<file path="config.mk">
export PLATFORM = sky130hd
export DESIGN_NAME = bcd_to_clock_flat
export DESIGN_NICKNAME = d
export VERILOG_FILES = /design/src/rtl/bcd_to_clock_if.sv /design/src/rtl/bcd_to_clock.sv /design/src/flat_wrapper.sv
export SDC_FILE = /design/constraint.sdc
export NUM_CORES = 1
export LEC_CHECK = 0
export CORE_ASPECT_RATIO = 1.2
export CORE_MARGIN = 2
export CORE_UTILIZATION = 52
export DETAILED_ROUTE_END_ITERATION = 6
export PLACE_DENSITY = 0.89
export SLEW_MARGIN = 20
export SYNTH_ARGS = -nofsm -noshare
export SYNTH_HDL_FRONTEND = slang
export SYNTH_SLANG_ARGS = --single-unit
</file>
<file path="constraint.sdc">
create_clock -name i_clk -period 2.1 [get_ports i_clk]
set_clock_uncertainty 0.05 [all_clocks]
set_input_delay 0.315 -clock i_clk [delete_from_list [all_inputs] [get_ports i_clk]]
set_output_delay 0.315 -clock i_clk [all_outputs]
set_load 0.05 [all_outputs]
</file>
<file path="src/rtl/bcd_to_clock_if.sv">
`default_nettype none
// +----------------------------------------------------------------------+
// | bcd_to_clock_if                                                      |
// | Digit-entry handshake between a time-set source and bcd_to_clock.    |
// | Revision: 1.0                                                        |
// +----------------------------------------------------------------------+
interface bcd_to_clock_if;
  logic [3:0] i_digit;
  logic       i_digit_valid;
  logic       o_digit_ready;
  logic       i_abort;

  modport master (
    output i_digit,
    output i_digit_valid,
    output i_abort,
    input  o_digit_ready
  );

  modport slave (
    input  i_digit,
    input  i_digit_valid,
    input  i_abort,
    output o_digit_ready
  );
endinterface
`default_nettype wire

</file>
<file path="src/rtl/bcd_to_clock.sv">
`default_nettype none
// +----------------------------------------------------------------------+
// | bcd_to_clock                                                         |
// | Serial HH MM SS BCD digit loader producing a binary time-load strobe.|
// | Revision: 1.0                                                        |
// +----------------------------------------------------------------------+
module bcd_to_clock (
  input  wire logic       i_clk,
  input  wire logic       i_reset,
  bcd_to_clock_if.slave   digit_bus,
  output logic [2:0]      o_digit_idx,
  output logic [4:0]      o_hours,
  output logic [5:0]      o_minutes,
  output logic [5:0]      o_seconds,
  output logic            o_load,
  output logic            o_error
);

  typedef enum logic [0:0] {
    COLLECT = 1'b0,
    COMMIT  = 1'b1
  } state_t;

  state_t     r_state, w_state_nxt;
  logic [2:0] r_idx, w_idx_nxt;
  logic [3:0] r_tens, w_tens_nxt;
  logic [4:0] r_stage_hours, w_stage_hours_nxt;
  logic [5:0] r_stage_minutes, w_stage_minutes_nxt;
  logic [4:0] r_hours, w_hours_nxt;
  logic [5:0] r_minutes, w_minutes_nxt;
  logic [5:0] r_seconds, w_seconds_nxt;
  logic       r_error, w_error_nxt;
  logic       w_ready;
  logic       w_digit_ok;
  logic [6:0] w_pair;

  assign w_ready = (r_state == COLLECT) && !digit_bus.i_abort;
  assign digit_bus.o_digit_ready = w_ready;

  // tens*10 + units built from shifts; range checks keep it within 59
  assign w_pair = {r_tens, 3'b000} + {2'b00, r_tens, 1'b0} + {3'b000, digit_bus.i_digit};

  always_comb begin
    w_digit_ok = 1'b0;
    case (r_idx)
      3'd0:    w_digit_ok = (digit_bus.i_digit <= 4'd2);
      3'd1:    w_digit_ok = (digit_bus.i_digit <= 4'd9) &&
                            !((r_tens == 4'd2) && (digit_bus.i_digit > 4'd3));
      3'd2:    w_digit_ok = (digit_bus.i_digit <= 4'd5);
      3'd3:    w_digit_ok = (digit_bus.i_digit <= 4'd9);
      3'd4:    w_digit_ok = (digit_bus.i_digit <= 4'd5);
      3'd5:    w_digit_ok = (digit_bus.i_digit <= 4'd9);
      default: w_digit_ok = 1'b0;
    endcase
  end

  always_comb begin
    w_state_nxt         = r_state;
    w_idx_nxt           = r_idx;
    w_tens_nxt          = r_tens;
    w_stage_hours_nxt   = r_stage_hours;
    w_stage_minutes_nxt = r_stage_minutes;
    w_hours_nxt         = r_hours;
    w_minutes_nxt       = r_minutes;
    w_seconds_nxt       = r_seconds;
    w_error_nxt         = 1'b0;
    case (r_state)
      COMMIT: begin
        w_state_nxt = COLLECT;
        w_idx_nxt   = 3'd0;
      end
      default: begin
        if (digit_bus.i_abort) begin
          w_idx_nxt           = 3'd0;
          w_tens_nxt          = 4'd0;
          w_stage_hours_nxt   = 5'd0;
          w_stage_minutes_nxt = 6'd0;
        end else if (digit_bus.i_digit_valid) begin
          if (w_digit_ok) begin
            w_idx_nxt = r_idx + 3'd1;
            case (r_idx)
              3'd1:    w_stage_hours_nxt   = w_pair[4:0];
              3'd3:    w_stage_minutes_nxt = w_pair[5:0];
              3'd5: begin
                w_hours_nxt   = r_stage_hours;
                w_minutes_nxt = r_stage_minutes;
                w_seconds_nxt = w_pair[5:0];
                w_idx_nxt     = 3'd0;
                w_state_nxt   = COMMIT;
              end
              default: w_tens_nxt = digit_bus.i_digit;
            endcase
          end else begin
            w_idx_nxt           = 3'd0;
            w_tens_nxt          = 4'd0;
            w_stage_hours_nxt   = 5'd0;
            w_stage_minutes_nxt = 6'd0;
            w_error_nxt         = 1'b1;
          end
        end
      end
    endcase
  end

  always_ff @(posedge i_clk) begin
    if (i_reset) begin
      r_state         <= COLLECT;
      r_idx           <= 3'd0;
      r_tens          <= 4'd0;
      r_stage_hours   <= 5'd0;
      r_stage_minutes <= 6'd0;
      r_hours         <= 5'd0;
      r_minutes       <= 6'd0;
      r_seconds       <= 6'd0;
      r_error         <= 1'b0;
    end else begin
      r_state         <= w_state_nxt;
      r_idx           <= w_idx_nxt;
      r_tens          <= w_tens_nxt;
      r_stage_hours   <= w_stage_hours_nxt;
      r_stage_minutes <= w_stage_minutes_nxt;
      r_hours         <= w_hours_nxt;
      r_minutes       <= w_minutes_nxt;
      r_seconds       <= w_seconds_nxt;
      r_error         <= w_error_nxt;
    end
  end

  assign o_digit_idx = r_idx;
  assign o_hours     = r_hours;
  assign o_minutes   = r_minutes;
  assign o_seconds   = r_seconds;
  assign o_load      = (r_state == COMMIT);
  assign o_error     = r_error;

endmodule
`default_nettype wire

</file>
<file path="src/flat_wrapper.sv">
// flat-port wrapper written by rule: the top's interface ports become plain ports
module bcd_to_clock_flat 
  (i_clk, i_reset, o_digit_idx, o_hours, o_minutes, o_seconds, o_load, o_error, digit_bus_i_digit, digit_bus_i_digit_valid, digit_bus_i_abort, digit_bus_o_digit_ready);
  bcd_to_clock_if digit_bus_i ();
  input  wire logic i_clk;
  input  wire logic i_reset;
  output logic [2:0] o_digit_idx;
  output logic [4:0] o_hours;
  output logic [5:0] o_minutes;
  output logic [5:0] o_seconds;
  output logic o_load;
  output logic o_error;
  input wire logic [$bits(digit_bus_i.i_digit)-1:0] digit_bus_i_digit;
  input wire logic [$bits(digit_bus_i.i_digit_valid)-1:0] digit_bus_i_digit_valid;
  input wire logic [$bits(digit_bus_i.i_abort)-1:0] digit_bus_i_abort;
  output wire logic [$bits(digit_bus_i.o_digit_ready)-1:0] digit_bus_o_digit_ready;
  assign digit_bus_i.i_digit = digit_bus_i_digit;
  assign digit_bus_i.i_digit_valid = digit_bus_i_digit_valid;
  assign digit_bus_i.i_abort = digit_bus_i_abort;
  assign digit_bus_o_digit_ready = digit_bus_i.o_digit_ready;
  bcd_to_clock u_core (.i_clk(i_clk), .i_reset(i_reset), .digit_bus(digit_bus_i), .o_digit_idx(o_digit_idx), .o_hours(o_hours), .o_minutes(o_minutes), .o_seconds(o_seconds), .o_load(o_load), .o_error(o_error));
endmodule
</file>
==> metrics.cfg, run 1 <==
[finish]
drive_gt1_share_pct = 19.8
n_fill_cell = 238
syn_to_final_growth_pct = 35.5
antenna_cells = 0
final_nets = 269

[timing]
min_period_over_period_pct = 97.4
slew_headroom_pct = 65.1
rsz0062_at_grt = yes
tightestPinTransition_ns = 0.522
final.min_clock_period_ns = 2.05
fin_ws_ns = 0.0543
setup-violations-final = 0
slew_viol_final = 0
finalHoldViolations = 0
max_freq_mhz = 489

[detailed_routing]
dr.pass1.iters = 4
wl_per_cell_um = 15.1
vias = 1664
viasPerCell = 5.74
final_antenna_net_count = 0
drtIter0Drc = 72
drc_errors = 0
totalWireLength_mm = 4.37

[yosys]
syn-num-nets = 218
synth.avg_cell_area_um2 = 8.83
synth_edf_count = 0
synth_seq_cells = 37
synth_compound_area_share_pct = 22.7
synth_flop_cell = dfxtp_1
synth.mux.area_fraction_pct = 0
synthArstFlopShare_pct = 0
synthesis.area_um2 = 1770
synthCells = 201
seq_area_frac_synth_pct = 41.7
synth_top_family_by_area = compound AO/OA/AOI/OAI gates
yosysUniqueCellTypes = 38
yosys.area_share.adder_pct = 7.19
yosysWarnings = 0
synth_xor_area_share_pct = 1.48
synth-simple-area-share_pct = 20.4

[power_and_ir_drop]
total_power_mw = 1.48
power.static_leakage_nw = 0.871
peakVddDrop_v = 0.000497
powerDensity_nw_per_um2 = 614

[floorplan]
core_um2 = 3310
die-width_um = 57.3
fp.dieH_um = 68.0
dieArea_um2 = 3900
fp-row-count = 23
io_pins = 31
start_util_pct = 53.6

[worst_setup_path]
cp_cell_sequence = clkdlybuf4s50_1
cp.required_ns = 1.74
critPathCaptureType = primary output
crit_path_max_incr_delay_ns = 0.87
critPathBufInv = 1
critical-path-top-delay-family = buffers and inverters
cp_max_fo = 10
cpMaxStageDelayCell = clkdlybuf4s50_1
start_kind = register
cp_data_arrival_time_ns = 1.68
worstSetupPathType = register to primary output

[job]
maxCapViolations = 0

[place]
routabilityCongestion = 0.864
dp_hpwl_mm = 3.17
pre_cts_slack_ns = -0.455
numPortBuffers = 30

[cts]
path_clk_slew_ns = 0.07
clock-root-buffer = clkbuf_8
clock-sinks = 37
clkLatencyLatePin_ns = 0.29
cts_max_level = 2
cts_max_path_buffers = 2
cts_tree = done
cts_made_buffers = 5
cts_hold_buf = 0

[grt]
antenna_found_initial = 0
grt_usage_pct = 24.8
grt_overflow_total = 0
grt_pass1_wl_mm = 7.34
grt_max_degree = 29
grt_pass1_vias = 1627

[worst_hold_path]
hold_class = register to register

[run_status]
status = complete, no violations

worst reg2reg max path, cell delays in order (launching register included):
cell	delay, ns
dfxtp_2	0.34
fa_1	0.56
ha_1	0.25
a21o_1	0.17
a21oi_2	0.19
xnor2_2	0.15
nand3_1	0.10
o22ai_1	0.16
what timing repair did:
| action | CTS | global route |
|---|---|---|
| endpoints found under the hold margin | 0 | 0 |
| resized for setup | 5 | 1 |
| gates cloned | 0 | 0 |
| setup endpoints to repair | 5 | 3 |
| setup buffers | 0 | 0 |
| pin swaps | 6 | 5 |
cell usage after synthesis, types with 2 or more instances:
master | instances | area (µm²)
nor3_1 | 6 | 30.0
o21ai_1 | 9 | 45.0
nand2_1 | 7 | 26.3
a21oi_1 | 22 | 110
o32ai_1 | 12 | 105
buf_2 | 5 | 25.0
o21ai_0 | 8 | 40.0
nand3_1 | 20 | 100
nor3b_1 | 4 | 30.0
nor2_1 | 8 | 30.0
and3_1 | 2 | 12.5
or3_1 | 2 | 12.5
dfxtp_1 | 37 | 741
fa_1 | 2 | 40.0
clkbuf_1 | 5 | 18.8
nand2b_1 | 9 | 56.3
xnor2_1 | 2 | 17.5
inv_1 | 14 | 52.6
ha_1 | 7 | 87.6
or4_1 | 2 | 15.0
state kept, by name (all words and copies together), names as in the netlist:
| name | count |
|---|---|
| u_core.r_stage_hours | 5 |
| u_core.o_minutes | 6 |
| u_core.o_hours | 5 |
| u_core.o_digit_idx | 3 |
| u_core.r_tens | 4 |
| u_core.o_load | 1 |
| u_core.o_error | 1 |
| u_core.o_seconds | 6 |
| u_core.r_stage_minutes | 6 |
cell usage in the layout, fill, tap and decap left out, types with 2 or more instances in the layout:
master | netlist | routed
a21oi_1 | 22 | 21
a21oi_2 | 1 | 2
and3_1 | 2 | 2
buf_4 | 1 | 26
clkbuf_8 | 0 | 6
clkdlybuf4s50_1 | 0 | 28
dfxtp_1 | 37 | 36
ha_1 | 7 | 7
inv_1 | 14 | 14
nand2_1 | 7 | 7
nand2b_1 | 9 | 9
nand3_1 | 20 | 20
nor2_1 | 8 | 7
nor2_2 | 1 | 2
nor3_1 | 6 | 6
nor3b_1 | 4 | 4
o21ai_0 | 8 | 8
o21ai_1 | 9 | 9
o32ai_1 | 12 | 12
or3_1 | 2 | 2
or4_1 | 2 | 2
xnor2_2 | 0 | 2
per-layer routing:
| metal | up-vias | GRT usage, % | wire length (µm) |
|---|---|---|---|
| met1 | 786 | 28.5 | 1790 |
| met2 | 39 | 44.1 | 2350 |
| li1 | 831 | - | - |
| met5 | - | 0 | 0 |
| met3 | 8 | 6.62 | 152 |
| met4 | 0 | 9.59 | 81 |
cell families after synthesis:
kind of cell / after synthesis
AOI/OAI and AO/OA: 61
and+or+nand+nor: 65
DFF: 37
adders and majority gates: 9
xor gates and xnor gates: 3
buffers and inverters: 26
final cells by class:
cell class | count | area [µm²] | share of cell area (%)
well taps | 37 | 46.3 | 1.93
clock inverters | 1 | 30.0 | 1.25
clock buffers | 7 | 86.3 | 3.59
flip-flops and latches | 37 | 742 | 30.9
repair buffers | 56 | 504 | 21.0
multi-input cells | 138 | 942 | 39.2
inverters | 14 | 52.6 | 2.19
where the power goes:
group	leakage [nW]	switching, mW	internal (mW)
Sequential	0.299	0.00106	0.702
Clock	0.0585	0.255	0.387
Combinational	0.514	0.0740	0.0560
final timing paths:
path                                                            from                                endpoint  slack, ns  depth (start not counted)
worst max-delay path              u_core.o_digit_idx[0]$_SDFFE_PP0P_                          o_digit_idx[0]       0.05                          1
worst min-delay path            u_core.r_stage_hours[1]$_SDFFE_PP0P_    u_core.r_stage_hours[1]$_SDFFE_PP0P_       0.42                          2
worst max register to register         u_core.r_tens[0]$_SDFFE_PP0P_  u_core.r_stage_minutes[5]$_SDFFE_PP0P_       0.06                          7
worst min register to register  u_core.r_stage_hours[1]$_SDFFE_PP0P_    u_core.r_stage_hours[1]$_SDFFE_PP0P_       0.42                          2
per-stage QoR:
stage | setup TNS (ns) | utilization, % | area [µm²] | hold slack, ns | instances
2_1_floorplan | 0 | - | 1780 | 0.394 | 201
3_3_place_gp | -4.41 | 68.5 | 2270 | 0.402 | 282
3_5_place_dp | -5.41 | 68.5 | 2270 | 0.412 | 282
4_1_cts | 0 | 72.6 | 2400 | 0.422 | 290
5_1_grt | -0.0207 | 72.6 | 2400 | 0.447 | 290
6_report | 0 | 72.6 | 2400 | 0.423 | 290
Note: power is estimated with default switching activity, not from simulation.
==> run 2, diff against run 1 <==
CORE_UTILIZATION = 40   (was 52)
PLACE_DENSITY = 0.73   (was 0.89)
clock period = 2.2 ns   (was 2.1 ns; I/O delays follow)
==> run 2 against run 1 <==
Cell count rose by 3.4%; sequential power fell by 4.5%; critical path depth rose by 6; sequential share of layout area rose by 0.77 points; highest routed layer unchanged; combinational power fell by 9%; non-clock buffer count fell by 9; via count fell by 6.8%; first-iteration DRC count fell by 35%.
==> metrics.cfg, run 2 (synthesized netlist as in run 1, its figures left out) <==
[worst_setup_path]
critPathCaptureType = register  ; was primary output
rr_worst_depth = 7  ; unchanged
worstSetupPathType = primary input to register  ; was register to primary output
cp_data_arrival_time_ns = 2.21  ; was 1.68 ns
path_depth = 7  ; was 1
critPathBufInv = 2  ; was 1
cp_max_fo = 3  ; was 10
cp.required_ns = 2.34  ; was 1.74 ns
cpMaxStageDelayCell = clkdlybuf4s50_1  ; unchanged
cp_cell_sequence = clkdlybuf4s50_1 -> ha_1 -> ha_1 -> fa_2 -> xnor2_2 -> buf_4 -> o32ai_1  ; was clkdlybuf4s50_1
critical-path-top-delay-family = adder cells  ; was buffers and inverters
rrSetupSlack_ns = 0.16  ; was 0.06 ns
crit_path_max_incr_delay_ns = 0.43  ; was 0.87 ns
crit_top_cell = ha_1
start_kind = primary input  ; was register

[finish]
final_area_um2 = 2340  ; was 2400 µm²
syn_to_final_growth_pct = 31.9  ; was 35.5%
final_nets = 260  ; was 269
final_common_cell = dfxtp_1  ; unchanged
n_fill_cell = 429  ; was 238
fin_util_pct = 54.9  ; was 72.6%
drive_gt1_share_pct = 16.0  ; was 19.8%
layout_common_cells = dfxtp_1, clkdlybuf4s50_1, a21oi_1  ; was dfxtp_1, clkdlybuf4s50_1, buf_4
antenna_cells = 0  ; unchanged
seqCellArea_um2 = 741  ; was 742 µm²
multi_input_comb_area_um2 = 942  ; unchanged

[detailed_routing]
totalWireLength_mm = 3.95  ; was 4.37 mm
vias = 1551  ; was 1664
drtIter0Drc = 47  ; was 72
dr.pass1.iters = 4  ; unchanged
drc_errors = 0  ; unchanged
wl_per_cell_um = 13.2  ; was 15.1 µm
viasPerCell = 5.17  ; was 5.74
final_antenna_net_count = 0  ; unchanged

[cts]
postCtsSetupBuffers = 0  ; unchanged
path_clk_slew_ns = 0.07  ; about the same
cts_hold_buf = 0  ; unchanged
cts_tree = done  ; unchanged
cts_max_path_buffers = 2  ; unchanged
clock-sinks = 37  ; unchanged
clkLatencyLatePin_ns = 0.28  ; was 0.29 ns
clock-root-buffer = clkbuf_8  ; unchanged
cts_max_level = 2  ; unchanged
cts_made_buffers = 5  ; unchanged

[floorplan]
io_pins = 31  ; unchanged
die-width_um = 64.8  ; was 57.3 µm
core_um2 = 4260  ; was 3310 µm²
fp-row-count = 26  ; was 23
dieArea_um2 = 4990  ; was 3900 µm²
fp.dieH_um = 77.0  ; was 68.0 µm
start_util_pct = 41.6  ; was 53.6%

[timing]
max_freq_mhz = 483
rsz0062_at_grt = no  ; was yes
slew_headroom_pct = 66.7  ; was 65.1%
min_period_over_period_pct = 94.1
setup-violations-final = 0  ; unchanged
finalHoldViolations = 0  ; unchanged
final.min_clock_period_ns = 2.07
tightestPinTransition_ns = 0.498  ; was 0.522 ns
slew_viol_final = 0  ; unchanged

[place]
dp_hpwl_mm = 2.89  ; was 3.17 mm
numPortBuffers = 30  ; unchanged
place_area_um2 = 2230  ; was 2270 µm²
routabilityCongestion = 0.764  ; was 0.864

[power_and_ir_drop]
powerDensity_nw_per_um2 = 530  ; was 614 nW/µm²
peakVddDrop_v = 0.000434  ; was 0.000497 V
power.static_leakage_nw = 0.818  ; was 0.871 nW

[grt]
grt_pass1_wl_mm = 6.94  ; was 7.34 mm
antenna_found_initial = 0  ; unchanged
grt_overflow_total = 0  ; unchanged
grt_usage_pct = 17.2  ; was 24.8%
grt_pass1_vias = 1573  ; was 1627
grt_max_degree = 41  ; was 29

[worst_hold_path]
hold_class = register to register  ; unchanged
hold_path_depth = 2  ; unchanged

[job]
maxCapViolations = 0  ; unchanged

[run_status]
status = complete, no violations  ; unchanged

==> run 2: worst paths after layout <==
path,start,endpoint
max,digit_bus_i_digit[2],u_core.r_stage_minutes[4]$_SDFFE_PP0P_
min,u_core.r_stage_hours[2]$_SDFFE_PP0P_,u_core.o_hours[2]$_SDFFE_PP0P_
max reg2reg,u_core.r_tens[0]$_SDFFE_PP0P_,u_core.o_seconds[5]$_SDFFE_PP0P_
min reg2reg,u_core.r_stage_hours[2]$_SDFFE_PP0P_,u_core.o_hours[2]$_SDFFE_PP0P_
==> run 2: repair_timing <==
| action | in CTS | in global routing |
|---|---|---|
| pin swaps | 1 | 3 |
| gates resized for setup | 1 | 4 |
| endpoints found under the setup margin | 4 | 12 |
| cloned | 0 | 0 |
==> run 2: per-layer routing <==
metal	wire, µm	global-route usage, %
met4	19	3.62
met3	134	4.25
met1	1760	20.1
met2	2030	31.3
met5	0	0
==> run 2: worst min-delay path, stage by stage, from the launching register on <==
cell	delay, ns
dfxtp_1	0.31
nand3_1	0.06
a21oi_1	0.05
==> run 2: through the flow <==
step / TNS, ns / hold slack [ns] / power [mW] / instances / worst slack (ns)
after CTS: -0.0134 / 0.417 / 1.25 / 300 / -0.00884
after global placement: -3.20 / 0.403 / 0.803 / 292 / -0.347
after global routing: 0 / 0.440 / 1.29 / 300 / 0.0273
final: 0 / 0.417 / 1.24 / 300 / 0.130
after detailed placement: -3.86 / 0.406 / 0.804 / 292 / -0.340
after floorplan: 0 / 0.394 / 0.749 / 201 / 0.218
==> run 2: power by group <==
| group | total [mW] | internal, mW | switching [mW] |
|---|---|---|---|
| Sequential | 0.672 | 0.671 | 0.00101 |
| Clock | 0.451 | 0.220 | 0.232 |
| Combinational | 0.118 | 0.0499 | 0.0682 |
==> run 2: final cells by class <==
cell class | count | share of cell area, %
Clock inverter | 2 | 0.428
Multi-Input combinational cell | 138 | 40.2
Sequential cell | 37 | 31.6
Inverter | 14 | 2.24
Tap cell | 56 | 2.99
Clock buffer | 6 | 3.10
Timing Repair Buffer | 47 | 19.3
==> run 3, diff against run 2 <==
CORE_UTILIZATION = 52   (was 40)
GPL_ROUTABILITY_DRIVEN = 0   (was not set)
PLACE_DENSITY = 0.89   (was 0.73)
==> run 3 against run 2 <==
Critical path type unchanged; cell area down 1.8%; critical endpoint is now u_core.r_stage_hours[4]$_SDFFE_PP0P_; global-route usage up 5.3 points; largest cell class unchanged; routed wire length up 6.7%; power up 1.4%.
==> metrics.cfg, run 3 (synthesized netlist as in run 1, its figures left out) <==
[run_status]
status = complete, no violations  ; unchanged

[grt]
antenna_found_initial = 0  ; unchanged
grt_max_degree = 41  ; unchanged
grt_overflow_total = 0  ; unchanged
grt_usage_pct = 22.5  ; was 17.2%
grt_pass1_wl_mm = 6.67  ; was 6.94 mm
grt_pass1_vias = 1457  ; was 1573

[power_and_ir_drop]
powerDensity_nw_per_um2 = 547  ; was 530 nW/µm²
clock_power_share_pct = 37.6  ; was 36.4%
p_seq_share_pct = 53.4  ; was 54.1%
power.static_leakage_nw = 0.804  ; was 0.818 nW
switching_power_uw = 294  ; was 301 µW
peakVddDrop_v = 0.000462  ; was 0.000434 V
combPwrFrac_pct = 9.0  ; was 9.5%
p_int_uw = 964  ; was 940 µW
p_sw_share_pct = 23.4  ; was 24.3%

[detailed_routing]
final_antenna_net_count = 0  ; unchanged
dr.pass1.iters = 4  ; unchanged
viasPerCell = 5.88  ; was 5.17
wl_per_cell_um = 15.2  ; was 13.2 µm
drc_errors = 0  ; unchanged
totalWireLength_mm = 4.22  ; was 3.95 mm
vias = 1630  ; was 1551
drtIter0Drc = 78  ; was 47

[worst_setup_path]
critical-path-top-delay-family = adder cells  ; unchanged
cp.required_ns = 2.31  ; was 2.34 ns
worstSetupPathType = primary input to register  ; unchanged
cp_max_fo = 3  ; unchanged
critPathBufInv = 1  ; was 2
cpMaxStageDelayCell = clkdlybuf4s50_1  ; unchanged
start_kind = primary input  ; unchanged
cp_cell_sequence = clkdlybuf4s50_1 -> ha_1 -> ha_1 -> fa_1 -> xnor2_2 -> nor3_1 -> o21ai_0 -> a21oi_1  ; was clkdlybuf4s50_1 -> ha_1 -> ha_1 -> fa_2 -> xnor2_2 -> buf_4 -> o32ai_1
critPathCaptureType = register  ; unchanged
crit_top_cell = ha_1  ; unchanged
crit_path_max_incr_delay_ns = 0.43  ; about the same
cp_data_arrival_time_ns = 2.26  ; was 2.21 ns

[cts]
path_clk_slew_ns = 0.07  ; about the same
cts_tree = done  ; unchanged
cts_hold_buf = 0  ; unchanged
cts_made_buffers = 5  ; unchanged
cts_max_level = 2  ; unchanged
cts_max_path_buffers = 2  ; unchanged
postCtsSetupBuffers = 0  ; unchanged
clkLatencyLatePin_ns = 0.29  ; was 0.28 ns
clock-root-buffer = clkbuf_8  ; unchanged
clock-sinks = 37  ; unchanged

[floorplan]
io_pins = 31  ; unchanged
die-width_um = 57.3  ; was 64.8 µm
start_util_pct = 53.6  ; was 41.6%
core_um2 = 3310  ; was 4260 µm²
fp-row-count = 23  ; was 26
dieArea_um2 = 3900  ; was 4990 µm²
fp.dieH_um = 68.0  ; was 77.0 µm

[place]
place_area_um2 = 2180  ; was 2230 µm²
dpl.cell_count = 270  ; was 292
dp_hpwl_mm = 2.79  ; was 2.89 mm
pre_cts_slack_ns = -0.425  ; was -0.340 ns
numPortBuffers = 30  ; unchanged

[timing]
fin_ws_ns = 0.0509  ; was 0.130 ns
slew_viol_final = 0  ; unchanged
max_freq_mhz = 465  ; was 483 MHz
rsz0062_at_grt = no  ; unchanged
tightestPinTransition_ns = 0.554  ; was 0.498 ns
final.min_clock_period_ns = 2.15  ; was 2.07 ns
setup-violations-final = 0  ; unchanged
slew_headroom_pct = 63.0  ; was 66.7%
finalHoldViolations = 0  ; unchanged
min_period_over_period_pct = 97.7  ; was 94.1%

[finish]
layout_common_cells = dfxtp_1, clkdlybuf4s50_1, a21oi_1  ; unchanged
fin_util_pct = 69.5  ; was 54.9%
final_area_um2 = 2300  ; was 2340 µm²
drive_gt1_share_pct = 15.8  ; was 16.0%
syn_to_final_growth_pct = 29.6  ; was 31.9%
n_fill_cell = 254  ; was 429
finalNonFillerCells = 277  ; was 300
antenna_cells = 0  ; unchanged
final_common_cell = dfxtp_1  ; unchanged
final_nets = 257  ; was 260

[worst_hold_path]
hold_class = register to register  ; unchanged

[job]
maxCapViolations = 0  ; unchanged

[run 3: metal layers]
layer  vias to the layer above  GRT usage (%)  wire [µm]
li1                        805              -          -
met1                       764           25.5       1690
met2                        51           39.7       2260
met3                        10           4.91        169
met4                         0           11.9         96
met5                         -              0          0
[run 3: path summary, 6_finish.rpt]
| check | from | to | slack, ns | cells after the start |
|---|---|---|---|---|
| max | digit_bus_i_digit[2] | u_core.r_stage_hours[4]$_SDFFE_PP0P_ | 0.05 | 8 |
| min | u_core.r_stage_minutes[0]$_SDFFE_PP0P_ | u_core.o_minutes[0]$_SDFFE_PP0P_ | 0.42 | 2 |
| max reg2reg | u_core.r_tens[2]$_SDFFE_PP0P_ | u_core.o_seconds[5]$_SDFFE_PP0P_ | 0.11 | 7 |
| min reg2reg | u_core.r_stage_minutes[0]$_SDFFE_PP0P_ | u_core.o_minutes[0]$_SDFFE_PP0P_ | 0.42 | 2 |
[run 3: tightest hold or removal path, delay by kind of cell, from the launching register on]
family,cells,cell delay [ns]
flip-flops,1,0.31
AND/OR/NAND/NOR,1,0.06
AO/OA/AOI/OAI,1,0.05
[run 3: layout make-up]
type	count	area (µm²)	area share [%]
clock buffers	7	86.3	3.75
repair buffers	44	414	18.0
well taps	37	46.3	2.01
inverters	14	52.6	2.29
multi-input cells	138	958	41.7
flip-flops and latches	37	742	32.3
[run 3: repair_timing]
action	CTS	global route
gates resized for setup	3	5
endpoints found under the setup margin	5	3
pin swaps	2	5
[run 3: stage by stage]
| stage | power [mW] | hold WS (ns) | setup TNS, ns |
|---|---|---|---|
| finish | 1.26 | 0.417 | 0 |
| global route | 1.30 | 0.438 | 0 |
| CTS | 1.26 | 0.416 | 0 |
| detailed placement | 0.797 | 0.406 | -2.64 |
| global placement | 0.796 | 0.401 | -1.70 |
| floorplan | 0.749 | 0.394 | 0 |
[run 3: power groups by stage]
stage                     registers [mW]  logic (mW)  clock network [mW]
after floorplan                    0.690      0.0586                   0
after global placement             0.687       0.109                   0
after detailed placement           0.687       0.110                   0
after CTS                          0.672       0.111               0.477
after global routing               0.672       0.123               0.506
final                              0.672       0.113               0.473
